<file path="src/rtl/mux_arbiter_defs.sv">
// Shared definitions for the 4-requester round-robin arbiter with burst limit.
// Latency: n/a (types, constants and a pure combinational helper only).
// Backpressure: n/a.
package mux_arbiter_defs;

   typedef enum logic {
      IDLE  = 1'b0,
      GRANT = 1'b1
   } state_t;

   // Default cap on consecutive grant cycles for one owner (legal 1..15).
   localparam int MAXBURST_DEFAULT = 4;

   // Pointer value after reset: pointing at 3 puts requester 0 first in line.
   localparam logic [1:0] LAST_RESET = 2'd3;

   // Round-robin pick: rotate req so that 'start' lands on bit 0, take the
   // lowest set bit of the rotated vector, then add 'start' back (mod 4).
   // The caller guarantees req != 0; with req == 0 the result is 'start'.
   function automatic logic [1:0] rr_pick(input logic [3:0] req,
                                          input logic [1:0] start);
      logic [3:0] rot;
      logic [1:0] off;
      rot = 4'({req, req} >> start);
      off = 2'd0;
      for (int i = 3; i >= 0; i--) begin
         if (rot[i]) off = 2'(i);
      end
      return start + off;
   endfunction

endpackage

</file>
<file path="src/rtl/mux_arbiter_mux4.sv">
// 4:1 single-bit data mux steered by a two-bit select {S1,S0}.
// Latency: purely combinational, zero cycles.
// Backpressure: none.
module mux4 (
   input  logic S0,
   input  logic S1,
   input  logic in0,
   input  logic in1,
   input  logic in2,
   input  logic in3,
   output logic out
);

   // select one of four inputs
   always_comb begin
      out = in0;
      case ({S1, S0})
         2'b00:   out = in0;
         2'b01:   out = in1;
         2'b10:   out = in2;
         default: out = in3;
      endcase
   end

endmodule

</file>
<file path="src/rtl/mux_arbiter.sv">
// Round-robin 4-way arbiter with per-owner burst limit, driving a shared 1-bit data mux.
// Latency: one cycle from sampled req to registered gnt/select; din->out is combinational.
// Backpressure: none; an owner keeps the grant while requesting, up to MAXBURST cycles (1..15).
module mux_arbiter
   import mux_arbiter_defs::*;
#(
   parameter int MAXBURST = MAXBURST_DEFAULT
) (
   input  logic       clk,
   input  logic       reset,
   input  logic [3:0] req,
   input  logic [3:0] din,
   output logic [3:0] gnt,
   output logic       S0,
   output logic       S1,
   output logic       valid,
   output logic       out
);

   localparam logic [3:0] BURST_MAX = 4'(MAXBURST);

   state_t     state_q, state_d;
   logic [1:0] last_q,  last_d;   // most recent owner; equals current owner in GRANT
   logic [3:0] cnt_q,   cnt_d;    // grant cycles used by the current owner
   logic [3:0] gnt_q,   gnt_d;
   logic [1:0] sel_q,   sel_d;    // mux select; held through IDLE
   logic       rearb;
   logic       mux_out;

   // state register; reset aborts any grant immediately
   always_ff @(posedge clk or posedge reset) begin
      if (reset) begin
         state_q <= IDLE;
         last_q  <= LAST_RESET;
         cnt_q   <= 4'd0;
         gnt_q   <= 4'd0;
         sel_q   <= 2'd0;
      end else begin
         state_q <= state_d;
         last_q  <= last_d;
         cnt_q   <= cnt_d;
         gnt_q   <= gnt_d;
         sel_q   <= sel_d;
      end
   end

   // next-state: extend the burst or re-arbitrate from the slot after the last owner
   always_comb begin
      state_d = state_q;
      last_d  = last_q;
      cnt_d   = cnt_q;
      rearb   = 1'b0;

      if (state_q == IDLE) begin
         rearb = 1'b1;
      end else if (req[last_q] && (cnt_q < BURST_MAX)) begin
         cnt_d = cnt_q + 4'd1;
      end else begin
         rearb = 1'b1;
      end

      // A lone requester whose burst expired wins again here with a fresh count,
      // because the rotated search wraps back around to it.
      if (rearb) begin
         if (|req) begin
            state_d = GRANT;
            last_d  = rr_pick(req, last_q + 2'd1);
            cnt_d   = 4'd1;
         end else begin
            state_d = IDLE;
            cnt_d   = 4'd0;
         end
      end
   end

   // output decode: one-hot grant and select follow the next owner
   always_comb begin
      gnt_d = 4'b0000;
      sel_d = sel_q;
      if (state_d == GRANT) begin
         gnt_d = 4'b0001 << last_d;
         sel_d = last_d;
      end
   end

   assign gnt      = gnt_q;
   assign S0       = sel_q[0];
   assign S1       = sel_q[1];
   assign valid    = |gnt_q;

   mux4 u_mux4 (
      .S0  (sel_q[0]),
      .S1  (sel_q[1]),
      .in0 (din[0]),
      .in1 (din[1]),
      .in2 (din[2]),
      .in3 (din[3]),
      .out (mux_out)
   );

   // a stale select in IDLE must not leak data onto the shared output
   assign out = valid & mux_out;

endmodule
</file>
<file path="config.mk">
export PLATFORM = sky130hd
export DESIGN_NAME = mux_arbiter
export DESIGN_NICKNAME = d
export VERILOG_FILES = /design/src/rtl/mux_arbiter_defs.sv /design/src/rtl/mux_arbiter_mux4.sv /design/src/rtl/mux_arbiter.sv
export SDC_FILE = /design/constraint.sdc
export NUM_CORES = 1
export LEC_CHECK = 0
export ABC_AREA = 1
export ABC_CLOCK_PERIOD_IN_PS = 1800
export BUFFER_PORTS_ARGS = -buffer_cell sky130_fd_sc_hd__buf_4
export CAP_MARGIN = 20
export CELL_PAD_IN_SITES_DETAIL_PLACEMENT = 2
export CELL_PAD_IN_SITES_GLOBAL_PLACEMENT = 2
export CORE_ASPECT_RATIO = 0.9
export CORE_UTILIZATION = 27
export DETAILED_ROUTE_END_ITERATION = 7
export PLACE_DENSITY = 0.81
export REMOVE_ABC_BUFFERS = 1
export SLEW_MARGIN = 40
export SYNTH_ARGS = -nofsm -noshare
export SYNTH_HDL_FRONTEND = slang
export SYNTH_SLANG_ARGS = --single-unit
</file>
<file path="constraint.sdc">
create_clock -name clk -period 1.8 [get_ports clk]
set_input_delay 0.27 -clock clk [delete_from_list [all_inputs] [get_ports clk]]
set_output_delay 0.27 -clock clk [all_outputs]
set_load 0.005 [all_outputs]
</file>
==> flow_metrics.tcl <==
set metrics [dict create \
    cts-root-buf "clkbuf_4" \
    synth.avg_cell_area_um2 7.85 \
    worstPathArrival_ns 2.43 \
    drv_slew 0 \
    vias 853 \
    gp_congestion 0.802 \
    antenna_violating_nets_post_route 0 \
    holdBufCountCts 0 \
    portBuffers 17 \
    synth_edf_count 0 \
    die_h_um 54.7 \
    yosys_warnings 0 \
    synthDistinctLibCells 25 \
    clk_pin_slew_worst_paths_ns 0.08 \
    min_period_over_period 1.23 \
    hold_path_class "primary input to async pin" \
    drc 0 \
    grt-ovfl-total 0 \
    tns_ns -2.81 \
    grt_max_degree 14 \
    via_per_inst 4.51 \
    syn2layout_area_growth_pct 56.1 \
    yosys.area.top_type "dfrtp_1" \
    die_area_mm2 0.00331 \
    std_cell_rows 18 \
    end_kind "register" \
    path_class "register to register" \
    power_density_mw_per_mm2 2300 \
    hold_ws_ns 0.0175 \
    postSynthCellCount 106 \
    drv_cap 0 \
    hold_viol 0 \
    fmax_mhz 451 \
    antenna_found_initial 0 \
    h-tree-depth 1 \
    ys.flop_type "dfrtp_1" \
    finalSetupViolCount 8 \
    start_kind "register" \
    ir_drop_mv 0.810 \
    drt-initial-drc-count 7 \
    cts_buffer_depth 2 \
    yosys.area.top_type_share 0.331 \
    cts_tree "built" \
    start_util 0.293 \
    setup_ws_ns -0.419 \
    post-place-ws_ns -0.408 \
    ys_ff_latch 13 \
    skew_ns 0.00130 \
    die_w_um 60.5 \
    antenna_cells 0 \
    final_core_util 0.458 \
    outcome "finished, violations left" \
    yosysMostFrequentCell "nand2_1" \
    critPathMaxFanout 5 \
    cts_buffers 3 \
    drive_above_1_share 0.544 \
    grt_pass1_wl_um 4630 \
    min_period_ns 2.22 \
    ys_seq_area_frac 0.394 \
    grt_pass1_vias 957 \
    violations "negative setup slack" \
    final_nets 162 \
    leakage_nw 0.687 \
    netlist_area_um2 832 \
    total_power_mw 2.98 \
    wl_per_cell_um 15.6 \
    critPathRequiredTime_ns 2.01 \
    num_io_pins 18 \
    cts_sinks 13 \
    firstDrtPassIters 3 \
    coreArea_mm2 0.00284 \
    wl_um 2950 \
    grt_usage 0.198 \
    dp_hpwl_um 2040 \
    netlist_top_cells_count "31 x nand2_1, 11 x dfrtp_1, 10 x inv_1, 10 x nand2_2, 9 x nor2_1" \
    yosys-top-cells-area "dfrtp_1 33%, nand2_1 14%, nand2_2 7.5%" \
    synthArstFlopShare 1.00 \
    worstSkewPairLatency_ns 0.27 \
    rsz0062_at_grt "yes" \
]
==> placed cells by master (no fill, tap or decap) <==
master	count
buf_4	37
nand2_1	25
dfrtp_1	11
inv_1	10
nand2_2	10
nand2_4	8
nor2_1	7
nor2_2	5
nand3_2	4
nand3_1	3
inv_2	3
clkbuf_4	3
o21ai_0	2
a21oi_1	2
dfstp_2	2
inv_8	1
nand4_4	1
o21ai_4	1
o21ai_2	1
a31oi_1	1
xor2_2	1
nor4_1	1
a221oi_1	1
nand4_1	1
xnor2_1	1
ha_4	1
ha_1	1
clkbuf_1	1
inv_4	1
conb_1	1
buf_12	1
buf_6	1
==> area by class of cell <==
| class | instances | area, um^2 |
|---|---|---|
| fillers | 328 | 1540 |
| multi-input cells | 78 | 519 |
| flip-flops and latches | 13 | 328 |
| repair buffers | 39 | 309 |
| inverters | 14 | 60.1 |
| well taps | 40 | 50.0 |
| clock buffers | 4 | 26.3 |
| repair inverters | 1 | 6.26 |
==> routing by layer <==
layer  wire [um]  vias to the layer above  global-route usage
li1            -                      415                   -
met5           0                        -                   0
met2        1670                        4               0.374
met1        1230                      432               0.242
met3          27                        2             0.00709
met4          16                        0              0.0682
==> stage by stage <==
step | instances | instance area, um^2
2_1_floorplan | 105 | 821
3_3_place_gp | 178 | 1120
3_5_place_dp | 178 | 1120
4_1_cts | 189 | 1260
5_1_grt | 189 | 1300
6_report | 189 | 1300
==> final timing paths <==
kind                            cells after the start        end  startpoint  slack, ns
max in group asynchronous                           2  last_q[0]       reset       1.43
worst max-delay path                               16     gnt[1]   last_q[0]      -0.42
worst min-delay path                                2     gnt[1]       reset       0.02
min in group clk                                    4   sel_q[1]      req[1]       0.36
worst min register to register                      1   cnt_q[0]    cnt_q[0]       0.51
worst max register to register                     16     gnt[1]   last_q[0]      -0.42
==> flip-flops by register name (all words and copies together) (netlist names) <==
register  flops
state_q       1
sel_q         2
cnt_q         4
gnt           4
last_q        2
==> timing repair <==
item                                    in CTS  in global routing
gates cloned                                 1                  0
endpoints found under the hold margin        0                  0
endpoints found under the setup margin       8                  8
pin swaps                                    6                  6
buffers inserted                             6                  0
resized for setup                           14                  8
==> worst max-delay path: stages, from the launching register on <==
cell	delay [ns]
dfstp_2	0.60
buf_12	0.13
inv_8	0.05
nand2_4	0.06
nand2_4	0.05
inv_1	0.05
nand2_1	0.06
a31oi_1	0.24
nor2_2	0.09
ha_4	0.17
xor2_2	0.16
inv_1	0.05
nand2_1	0.08
nand3_2	0.09
nand2_2	0.12
inv_2	0.06
nor2_2	0.08
==> cells by family after synthesis <==
family	after synthesis	synth area share
fa+ha+maj	2	0.0301
compound gates	8	0.0587
simple gates	65	0.406
buf+inv	15	0.0857
xor+xnor	2	0.0211
flops	13	0.394
other cells	1	0.00451
==> power by group <==
group,switching [mW],leakage (nW),internal (mW)
Sequential,0.101,0.154,0.439
Clock,0.0926,0.0150,0.0857
Combinational,1.22,0.518,1.04
Total,1.42,0.687,1.57
(Power assumes the default switching activity.)
